File: src/rtl/nios_rng_pkg.sv
// Shared constants for the random-number peripheral: register map,
// control bit positions and the Galois LFSR feedback mask.
package nios_rng_pkg;

  localparam logic [1:0] ADDR_DATA = 2'd0;
  localparam logic [1:0] ADDR_SEED = 2'd1;
  localparam logic [1:0] ADDR_CTRL = 2'd2;
  localparam logic [1:0] ADDR_DRAW = 2'd3;

  localparam int CTRL_RUN  = 0;
  localparam int CTRL_AUTO = 1;

  localparam logic [31:0] LFSR_MASK = 32'h8020_0003;

endpackage

File: src/rtl/nios_system_random_gen_if.sv
// Avalon-MM slave bus bundle for the random-number peripheral.
interface nios_system_random_gen_if;

  logic [1:0]  address;
  logic        chipselect;
  logic        read_n;
  logic        write_n;
  logic [31:0] writedata;
  logic [31:0] readdata;

  modport master (
    output address, chipselect, read_n, write_n, writedata,
    input  readdata
  );

  modport slave (
    input  address, chipselect, read_n, write_n, writedata,
    output readdata
  );

endinterface

File: src/rtl/nios_system_random_gen_lfsr.sv
// Free-running 32-bit Galois LFSR with synchronous load; load wins over step.
module random_lfsr32
  import nios_rng_pkg::*;
#(
  parameter logic [31:0] SEED_DEFAULT = 32'hACE1_2017
) (
  input  logic        clk,
  input  logic        reset,
  input  logic        en,
  input  logic        load,
  input  logic [31:0] load_val,
  output logic [31:0] state
);

  logic [31:0] r_state;

  always_ff @(posedge clk) begin
    if (reset) begin
      r_state <= SEED_DEFAULT;
    end else if (load) begin
      r_state <= load_val;
    end else if (en) begin
      r_state <= r_state[0] ? ((r_state >> 1) ^ LFSR_MASK) : (r_state >> 1);
    end
  end

  assign state = r_state;

endmodule

File: src/rtl/nios_system_random_gen.sv
// Random-number peripheral: LFSR with rejection sampling into [0, RANGE),
// draw register feeding out_port, and a legacy manual PIO mode.
module nios_system_random_gen
  import nios_rng_pkg::*;
#(
  parameter int          OUT_WIDTH    = 3,
  parameter int          RANGE        = 7,
  parameter logic [31:0] SEED_DEFAULT = 32'hACE1_2017
) (
  input  logic                       clk,
  input  logic                       reset,
  nios_system_random_gen_if.slave    bus,
  output logic [OUT_WIDTH-1:0]       out_port
);

  // 17 bits holds RANGE up to 2**16 so the full-range case never rejects.
  localparam logic [16:0] RANGE_L = 17'(RANGE);

  logic                 w_wr;
  logic                 w_rd;
  logic                 w_draw;
  logic                 w_seed_wr;
  logic [31:0]          w_seed_val;
  logic [31:0]          w_lfsr;
  logic [OUT_WIDTH-1:0] w_cand;
  logic                 w_accept;
  logic [31:0]          w_readdata;

  logic                 r_run;
  logic                 r_auto;
  logic [OUT_WIDTH-1:0] r_data_out;
  logic [OUT_WIDTH-1:0] r_sample;
  logic [OUT_WIDTH-1:0] r_held;
  logic [15:0]          r_draw_count;

  assign w_wr       = bus.chipselect & ~bus.write_n;
  assign w_rd       = bus.chipselect & ~bus.read_n;
  assign w_draw     = (w_wr | w_rd) & (bus.address == ADDR_DRAW);
  assign w_seed_wr  = w_wr & (bus.address == ADDR_SEED);
  assign w_seed_val = (bus.writedata == 32'd0) ? SEED_DEFAULT : bus.writedata;

  random_lfsr32 #(
    .SEED_DEFAULT(SEED_DEFAULT)
  ) u_lfsr (
    .clk      (clk),
    .reset    (reset),
    .en       (r_run),
    .load     (w_seed_wr),
    .load_val (w_seed_val),
    .state    (w_lfsr)
  );

  assign w_cand   = w_lfsr[OUT_WIDTH-1:0];
  assign w_accept = r_run & ({{(17-OUT_WIDTH){1'b0}}, w_cand} < RANGE_L);

  always_ff @(posedge clk) begin
    if (reset) begin
      r_run        <= 1'b1;
      r_auto       <= 1'b0;
      r_data_out   <= '0;
      r_sample     <= '0;
      r_held       <= '0;
      r_draw_count <= 16'd0;
    end else begin
      if (w_accept) begin
        r_sample <= w_cand;
      end
      if (w_wr && bus.address == ADDR_DATA) begin
        r_data_out <= bus.writedata[OUT_WIDTH-1:0];
      end
      if (w_wr && bus.address == ADDR_CTRL) begin
        r_run  <= bus.writedata[CTRL_RUN];
        r_auto <= bus.writedata[CTRL_AUTO];
      end
      // Draw captures the sample as it stood before this cycle's update.
      if (w_draw) begin
        r_held       <= r_sample;
        r_draw_count <= r_draw_count + 16'd1;
      end
    end
  end

  always_comb begin
    w_readdata = 32'd0;
    case (bus.address)
      ADDR_DATA: w_readdata = {{(32-OUT_WIDTH){1'b0}}, out_port};
      ADDR_SEED: w_readdata = w_lfsr;
      ADDR_CTRL: w_readdata = {r_draw_count, 14'd0, r_auto, r_run};
      ADDR_DRAW: w_readdata = {{(32-OUT_WIDTH){1'b0}}, r_sample};
      default:   w_readdata = 32'd0;
    endcase
  end

  assign bus.readdata = w_readdata;
  assign out_port     = r_auto ? r_held : r_data_out;

endmodule
File: src/flat_wrapper.sv
// flat-port wrapper written by rule: the top's interface ports become plain ports
module nios_system_random_gen_flat import nios_rng_pkg::*;
#(
  parameter int          OUT_WIDTH    = 3,
  parameter int          RANGE        = 7,
  parameter logic [31:0] SEED_DEFAULT = 32'hACE1_2017
)
  (clk, reset, out_port, bus_address, bus_chipselect, bus_read_n, bus_write_n, bus_writedata, bus_readdata);
  nios_system_random_gen_if bus_i ();
  input  logic clk;
  input  logic reset;
  output logic [OUT_WIDTH-1:0] out_port;
  input wire logic [$bits(bus_i.address)-1:0] bus_address;
  input wire logic [$bits(bus_i.chipselect)-1:0] bus_chipselect;
  input wire logic [$bits(bus_i.read_n)-1:0] bus_read_n;
  input wire logic [$bits(bus_i.write_n)-1:0] bus_write_n;
  input wire logic [$bits(bus_i.writedata)-1:0] bus_writedata;
  output wire logic [$bits(bus_i.readdata)-1:0] bus_readdata;
  assign bus_i.address = bus_address;
  assign bus_i.chipselect = bus_chipselect;
  assign bus_i.read_n = bus_read_n;
  assign bus_i.write_n = bus_write_n;
  assign bus_i.writedata = bus_writedata;
  assign bus_readdata = bus_i.readdata;
  nios_system_random_gen #(.OUT_WIDTH(OUT_WIDTH), .RANGE(RANGE), .SEED_DEFAULT(SEED_DEFAULT)) u_core (.clk(clk), .reset(reset), .bus(bus_i), .out_port(out_port));
endmodule
File: config.mk
export PLATFORM = sky130hd
export DESIGN_NAME = nios_system_random_gen_flat
export DESIGN_NICKNAME = d
export VERILOG_FILES = /design/src/rtl/nios_rng_pkg.sv /design/src/rtl/nios_system_random_gen_if.sv /design/src/rtl/nios_system_random_gen_lfsr.sv /design/src/rtl/nios_system_random_gen.sv /design/src/flat_wrapper.sv
export SDC_FILE = /design/constraint.sdc
export NUM_CORES = 1
export LEC_CHECK = 0
export ABC_AREA = 1
export CAP_MARGIN = 15
export CORE_ASPECT_RATIO = 0.75
export CORE_MARGIN = 2
export CORE_UTILIZATION = 46
export CTS_CLUSTER_DIAMETER = 150
export DETAILED_ROUTE_END_ITERATION = 8
export PLACE_DENSITY = 0.8
export RECOVER_POWER = 25
export SETUP_SLACK_MARGIN = 0.02
export SYNTH_ARGS = -nofsm -noshare
export SYNTH_HDL_FRONTEND = slang
export SYNTH_HIERARCHICAL = 1
export SYNTH_SLANG_ARGS = --single-unit
File: constraint.sdc
create_clock -name clk -period 1.4 [get_ports clk]
set_input_delay 0.28 -clock clk [delete_from_list [all_inputs] [get_ports clk]]
set_output_delay 0.28 -clock clk [all_outputs]
set_load 0.02 [all_outputs]
=== After elaboration in Yosys (flattened, before gate mapping) ===
Cells that the tools add are included.

* Add/subtract/negate cells: 1
* Multiply operators: 0
* Div/mod/pow operators: 0
* $lt $le $gt $ge: 1
* Eq/ne operators: 3
* Shifts and indexed selects: 0
* Mux-type cells: 6
* Bitwise logic cells: 9
* Reduce and logical (&&, ||, !) cells: 5

{| class="wikitable"
|+ Operators by type and width
! kind !! count
|-
| 2-to-1 mux 32 bit || 4
|-
| case mux 32 bit (4 select lines) || 1
|-
| zero test 32 bit || 1
|-
| adder 16 x 1 -> 16 bit (second input constant) || 1
|-
| bitwise AND 1 bit || 5
|-
| == test 2 bit (second input constant) || 2
|-
| NOT 3 -> 4 bit || 1
|-
| less-than comparator 3 bit (second input constant) || 1
|-
| 2-to-1 mux 3 bit || 1
|-
| == test 2 x 1 -> 1 bit (second input constant) || 1
|-
| logical AND 1 bit || 2
|-
| zero test 2 bit || 1
|-
| NOT 1 bit || 2
|-
| nonzero test 2 bit || 1
|-
| OR 1 bit || 1
|}

* Register bits after elaboration: 59
* Bits in latches: 0
* Bits in writable memories: 0
* Memory bits (read-only): 0
* Memories: 0

=== Depth between registers and ports, before layout ===
* Depth in word-level cells: 4
* Mapped depth: 11
* Gate-level depth less buffers: 9

=== Modules after synthesis ===
The synthesis kept the hierarchy.

{| class="wikitable"
|+ Modules (own cells, without submodules)
! module !! instances !! cells each !! area an instance (µm²) !! sequential area each (µm²)
|-
| nios_system_random_gen || 1 || 342 || 1943.1 || 540.5
|-
| random_lfsr32 || 1 || 222 || 1517.7 || 640.6
|}

=== Least setup slack after synthesis ===
Ideal clock, no wire load.

* Path kind: flip-flop to output port
* From: register u_core.r_auto
* To: output bus_readdata[2]
* Arrival time: 1.312 ns
* Required time: 1.120 ns
* Slack: -0.192 ns
* Cell stages (with the launch flop): 6
* Buffers on the path: 1
* Cell sequence: dfxtp_1 > clkbuf_1 > nor2_1 > a21oi_1 > a22oi_1 > o21ai_0

* Longest elaborated chain between the ends: 2

{| class="wikitable"
|+ Ends and longest elaborated chain
! element !! line !! text
|-
| start, declared || nios_system_random_gen.sv:30 || <nowiki>logic r_auto;</nowiki>
|-
| start signal, assigned || nios_system_random_gen.sv:73 || <nowiki>r_auto <= bus.writedata[CTRL_AUTO];</nowiki>
|-
| 2-to-1 mux 3 bit || nios_system_random_gen.sv:95 || <nowiki>assign out_port = r_auto ? r_held : r_data_out;</nowiki>
|-
| net out_port[2] || flat_wrapper.sv:12 || <nowiki>output logic [OUT_WIDTH-1:0] out_port;</nowiki>
|-
| case mux 32 bit (4 select lines) || nios_system_random_gen.sv:85 || <nowiki>case (bus.address)</nowiki>
|-
| end, declared || flat_wrapper.sv:18 || <nowiki>output wire logic [$bits(bus_i.readdata)-1:0] bus_readdata;</nowiki>
|}

The timed path passes the listed nets, and every way through them passes these cells.

=== Worst setup path after layout ===
* From: register u_core.r_run
* To: register u_core.u_lfsr.r_state[28], in the netlist u_core/u_lfsr/state[28]

* Longest elaborated chain between the ends: 1

{| class="wikitable"
|+ Ends and longest elaborated chain
! element !! line !! text
|-
| start, declared || nios_system_random_gen.sv:29 || <nowiki>logic r_run;</nowiki>
|-
| start signal, assigned || nios_system_random_gen.sv:72 || <nowiki>r_run <= bus.writedata[CTRL_RUN];</nowiki>
|-
| nonzero test 2 bit (no line) || -- ||
|-
| end signal, assigned || nios_system_random_gen_lfsr.sv:21 || <nowiki>r_state <= load_val;</nowiki>
|-
| end signal, assigned || nios_system_random_gen_lfsr.sv:23 || <nowiki>r_state <= r_state[0] ? ((r_state >> 1) ^ LFSR_MASK) : (r_state >> 1);</nowiki>
|-
| end, declared || nios_system_random_gen_lfsr.sv:15 || <nowiki>logic [31:0] r_state;</nowiki>
|}

No other way between the ends.
A chain may end at the register's enable or synchronous reset.

==> results_dict.tcl <==
set metrics [dict create \
    post_drt_wl_per_cell_um 18.3 \
    dr.pass1.iters 8 \
    holdCritPathClass "in2reg" \
    initialDrtViolationCount 676 \
    ios 74 \
    routed_via_density 5.77 \
    clockBufferDepth 2 \
    p_sw_w 0.00152 \
    start_kind "flop" \
    final_antenna_net_count 0 \
    cap_violations 0 \
    drt_wl_total_um 15400 \
    hold_path_depth 5 \
    syn_area_um2 3460 \
    slew_viol_final 0 \
    ys_warn_count 6 \
    peakVddDrop_v 0.000604 \
    pwr-share-comb_pct 26.7 \
    cts_tree "done" \
    switching_share_pct 31.0 \
    synthCells 564 \
    syn-num-nets 604 \
    dp.final_hpwl_um 8350 \
    htree_levels 3 \
    synthToLayoutAreaGrowth_pct 70.2 \
    drive_above_1_share_pct 39.3 \
    antenna_found_initial 0 \
    p_per_area_nw_per_um2 833 \
    max_freq_mhz 603 \
    grt_max_degree 27 \
    synth.lib_cells_used.distinct 29 \
    dp_cells 806 \
    initial_utilization_pct 47.2 \
    ys_async_sr_fraction_pct 0 \
    min_period_ps 1660 \
    yosysTopAreaCell "dfxtp_1" \
    status "complete, but fails checks" \
    min_from "bus_writedata[8]" \
    relSlewSlack_pct 57.4 \
    startpoint "u_core/r_run" \
    fp.dieW_um 104 \
    p_int_w 0.00339 \
    fp-row-count 27 \
    core_um2 7330 \
    clock_latency_ps 360 \
    required_ps 1660 \
    ys_seq_area_share_pct 34.1 \
    gp_congestion 0.914 \
    crit_type "reg2reg" \
    num-nets-final 775 \
    fill_cells 413 \
    setup_ws_ps -259 \
    ctsHoldBuffers 0 \
    root_buffer "clkbuf_8" \
    fin_cells 841 \
    clk_pin_slew_ps 70 \
    numCtsBuffers 9 \
    critical_path_peak_fanout 26 \
    drc 0 \
    worst_pin_slew_ps 639 \
    ys_seq_elements 59 \
    grt_pass1_vias 4298 \
    endpoint_kind "flop" \
    synth_area_leaders "dfxtp_1, nand2_1, nand3_1, nor2_1, inv_1" \
    dp_slack_ps -917 \
    clock-sinks 59 \
    yosys_most_used_dff "dfxtp_1" \
    die_h_um 79.1 \
    regArea_um2 1190 \
    crit_arrival_ps 1920 \
    setup_viol 58 \
    yosysMostFrequentCell "nand2_1" \
    fin_util_pct 80.4 \
    grt.overflow.total 0 \
    antenna-diode-count 0 \
    multi_input_area_um2 2160 \
    io_buffers 73 \
    r2r_start "u_core/r_run" \
    grt_setup_unrepaired "true" \
    setup_tns_ps -8450 \
    power_frac_seq_pct 38.4 \
    synth_edf_count 0 \
    synth_top_area_share_pct 34.1 \
    r2r_cells 7 \
    netlist_top_cells_count "nand2_1, nor2_1, inv_1" \
    avgSynthCellArea_um2 6.14 \
    p_leak_nw 2.87 \
    die_area_um2 8240 \
    violations "negative setup slack" \
    p_total_w 0.00491 \
    skew_ps 10.6 \
    vias 4855 \
    layout_worst_path_cycle_share_pct 119 \
    finalHoldViolations 0 \
    track_usage_pct 30.5 \
    grt_pass1_wl_um 20100 \
    power_frac_clock_pct 35.0 \
]
==> through the flow <==
| step | instance area (um^2) | hold WS, ps |
|---|---|---|
| global route | 5890 | 286 |
| global placement | 5010 | 459 |
| CTS | 5410 | 456 |
| detailed placement | 5010 | 472 |
| finish | 5890 | 271 |
| floorplan | 3480 | 358 |
==> state kept, by name, summed over array words and instances, names as in the netlist <==
| signal | flops |
|---|---|
| u_core/r_auto | 1 |
| u_core/u_lfsr/state | 32 |
| u_core/r_sample | 3 |
| u_core/r_run | 1 |
| u_core/r_held | 3 |
| u_core/r_data_out | 3 |
| u_core/r_draw_count | 16 |
==> final cells by class <==
class                      count  share of cell area (%)
timing repair inverter         1                   0.127
multi-input combinational    388                    36.6
inverter                      75                    4.95
clock buffer                  12                    2.80
clock inverter                 4                   0.807
sequential                    59                    20.2
tap                          101                    2.14
timing repair buffer         201                    32.4
==> critical path, cell delays in order (launching register included) <==
cell     delay (ps)
dfxtp_1         350
buf_2           540
nor2_4          160
buf_12          190
nand2_1          60
nand3_1         100
nand2_1         100
inv_1            50
==> final timing paths <==
kind,endpoint,slack (ps)
worst max register to register,u_core/u_lfsr/state[28],-260
worst max-delay path,u_core/u_lfsr/state[28],-260
worst min register to register,u_core/r_held[2],490
worst min-delay path,u_core/u_lfsr/state[8],270
==> layout by cell type, fill, tap and decap left out, types with 5 or more instances in the layout <==
cell type	n
inv_2	9
nand3_2	5
clkdlybuf4s50_1	12
o21ai_2	11
nor2_4	17
nand2_2	20
buf_4	117
nor2_2	24
buf_6	36
dfxtp_1	55
dlygate4sd2_1	6
a22o_1	6
nor2_1	38
clkbuf_8	12
buf_12	6
nand2_1	130
a21oi_1	27
inv_1	63
o21ai_0	19
dlymetal6s2s_1	18
nand3_1	57
==> logic make-up (layout without fill, tap and decap cells) <==
logic type | count (synthesis) | count (layout) | synth area share (%)
AO/OA/AOI/OAI | 84 | 84 | 13.7
flip-flops | 59 | 59 | 34.1
AND/OR/NAND/NOR | 299 | 300 | 36.7
buffers and inverters | 118 | 293 | 14.3
adder cells (fa/ha/maj) | 1 | 1 | 0.361
XOR/XNOR | 3 | 3 | 0.759
==> power groups by stage <==
stage / combinational [W] / clock (W) / sequential, W
2_1_floorplan: 0.000499 / 0 / 0.00190
3_3_place_gp: 0.00105 / 0 / 0.00190
3_5_place_dp: 0.00108 / 0 / 0.00191
4_1_cts: 0.00114 / 0.00168 / 0.00187
5_1_grt: 0.00138 / 0.00179 / 0.00189
6_report: 0.00131 / 0.00172 / 0.00188
==> layer usage <==
metal  global-route usage, %  up-vias  share of wire (%)
li1                        -     2109                  -
met4                    11.5        0                7.0
met1                    35.8     2224                 36
met3                    8.21      131                 11
met5                       0        -                  0
met2                    53.9      391                 46
==> repair_timing <==
action,4_1_cts,5_1_grt
endpoints found under the setup margin,87,61
gates resized for setup,251,130
pin swaps,19,39
cloned,4,1
setup buffers,5,10
Power figures use the tool's default switching activity.
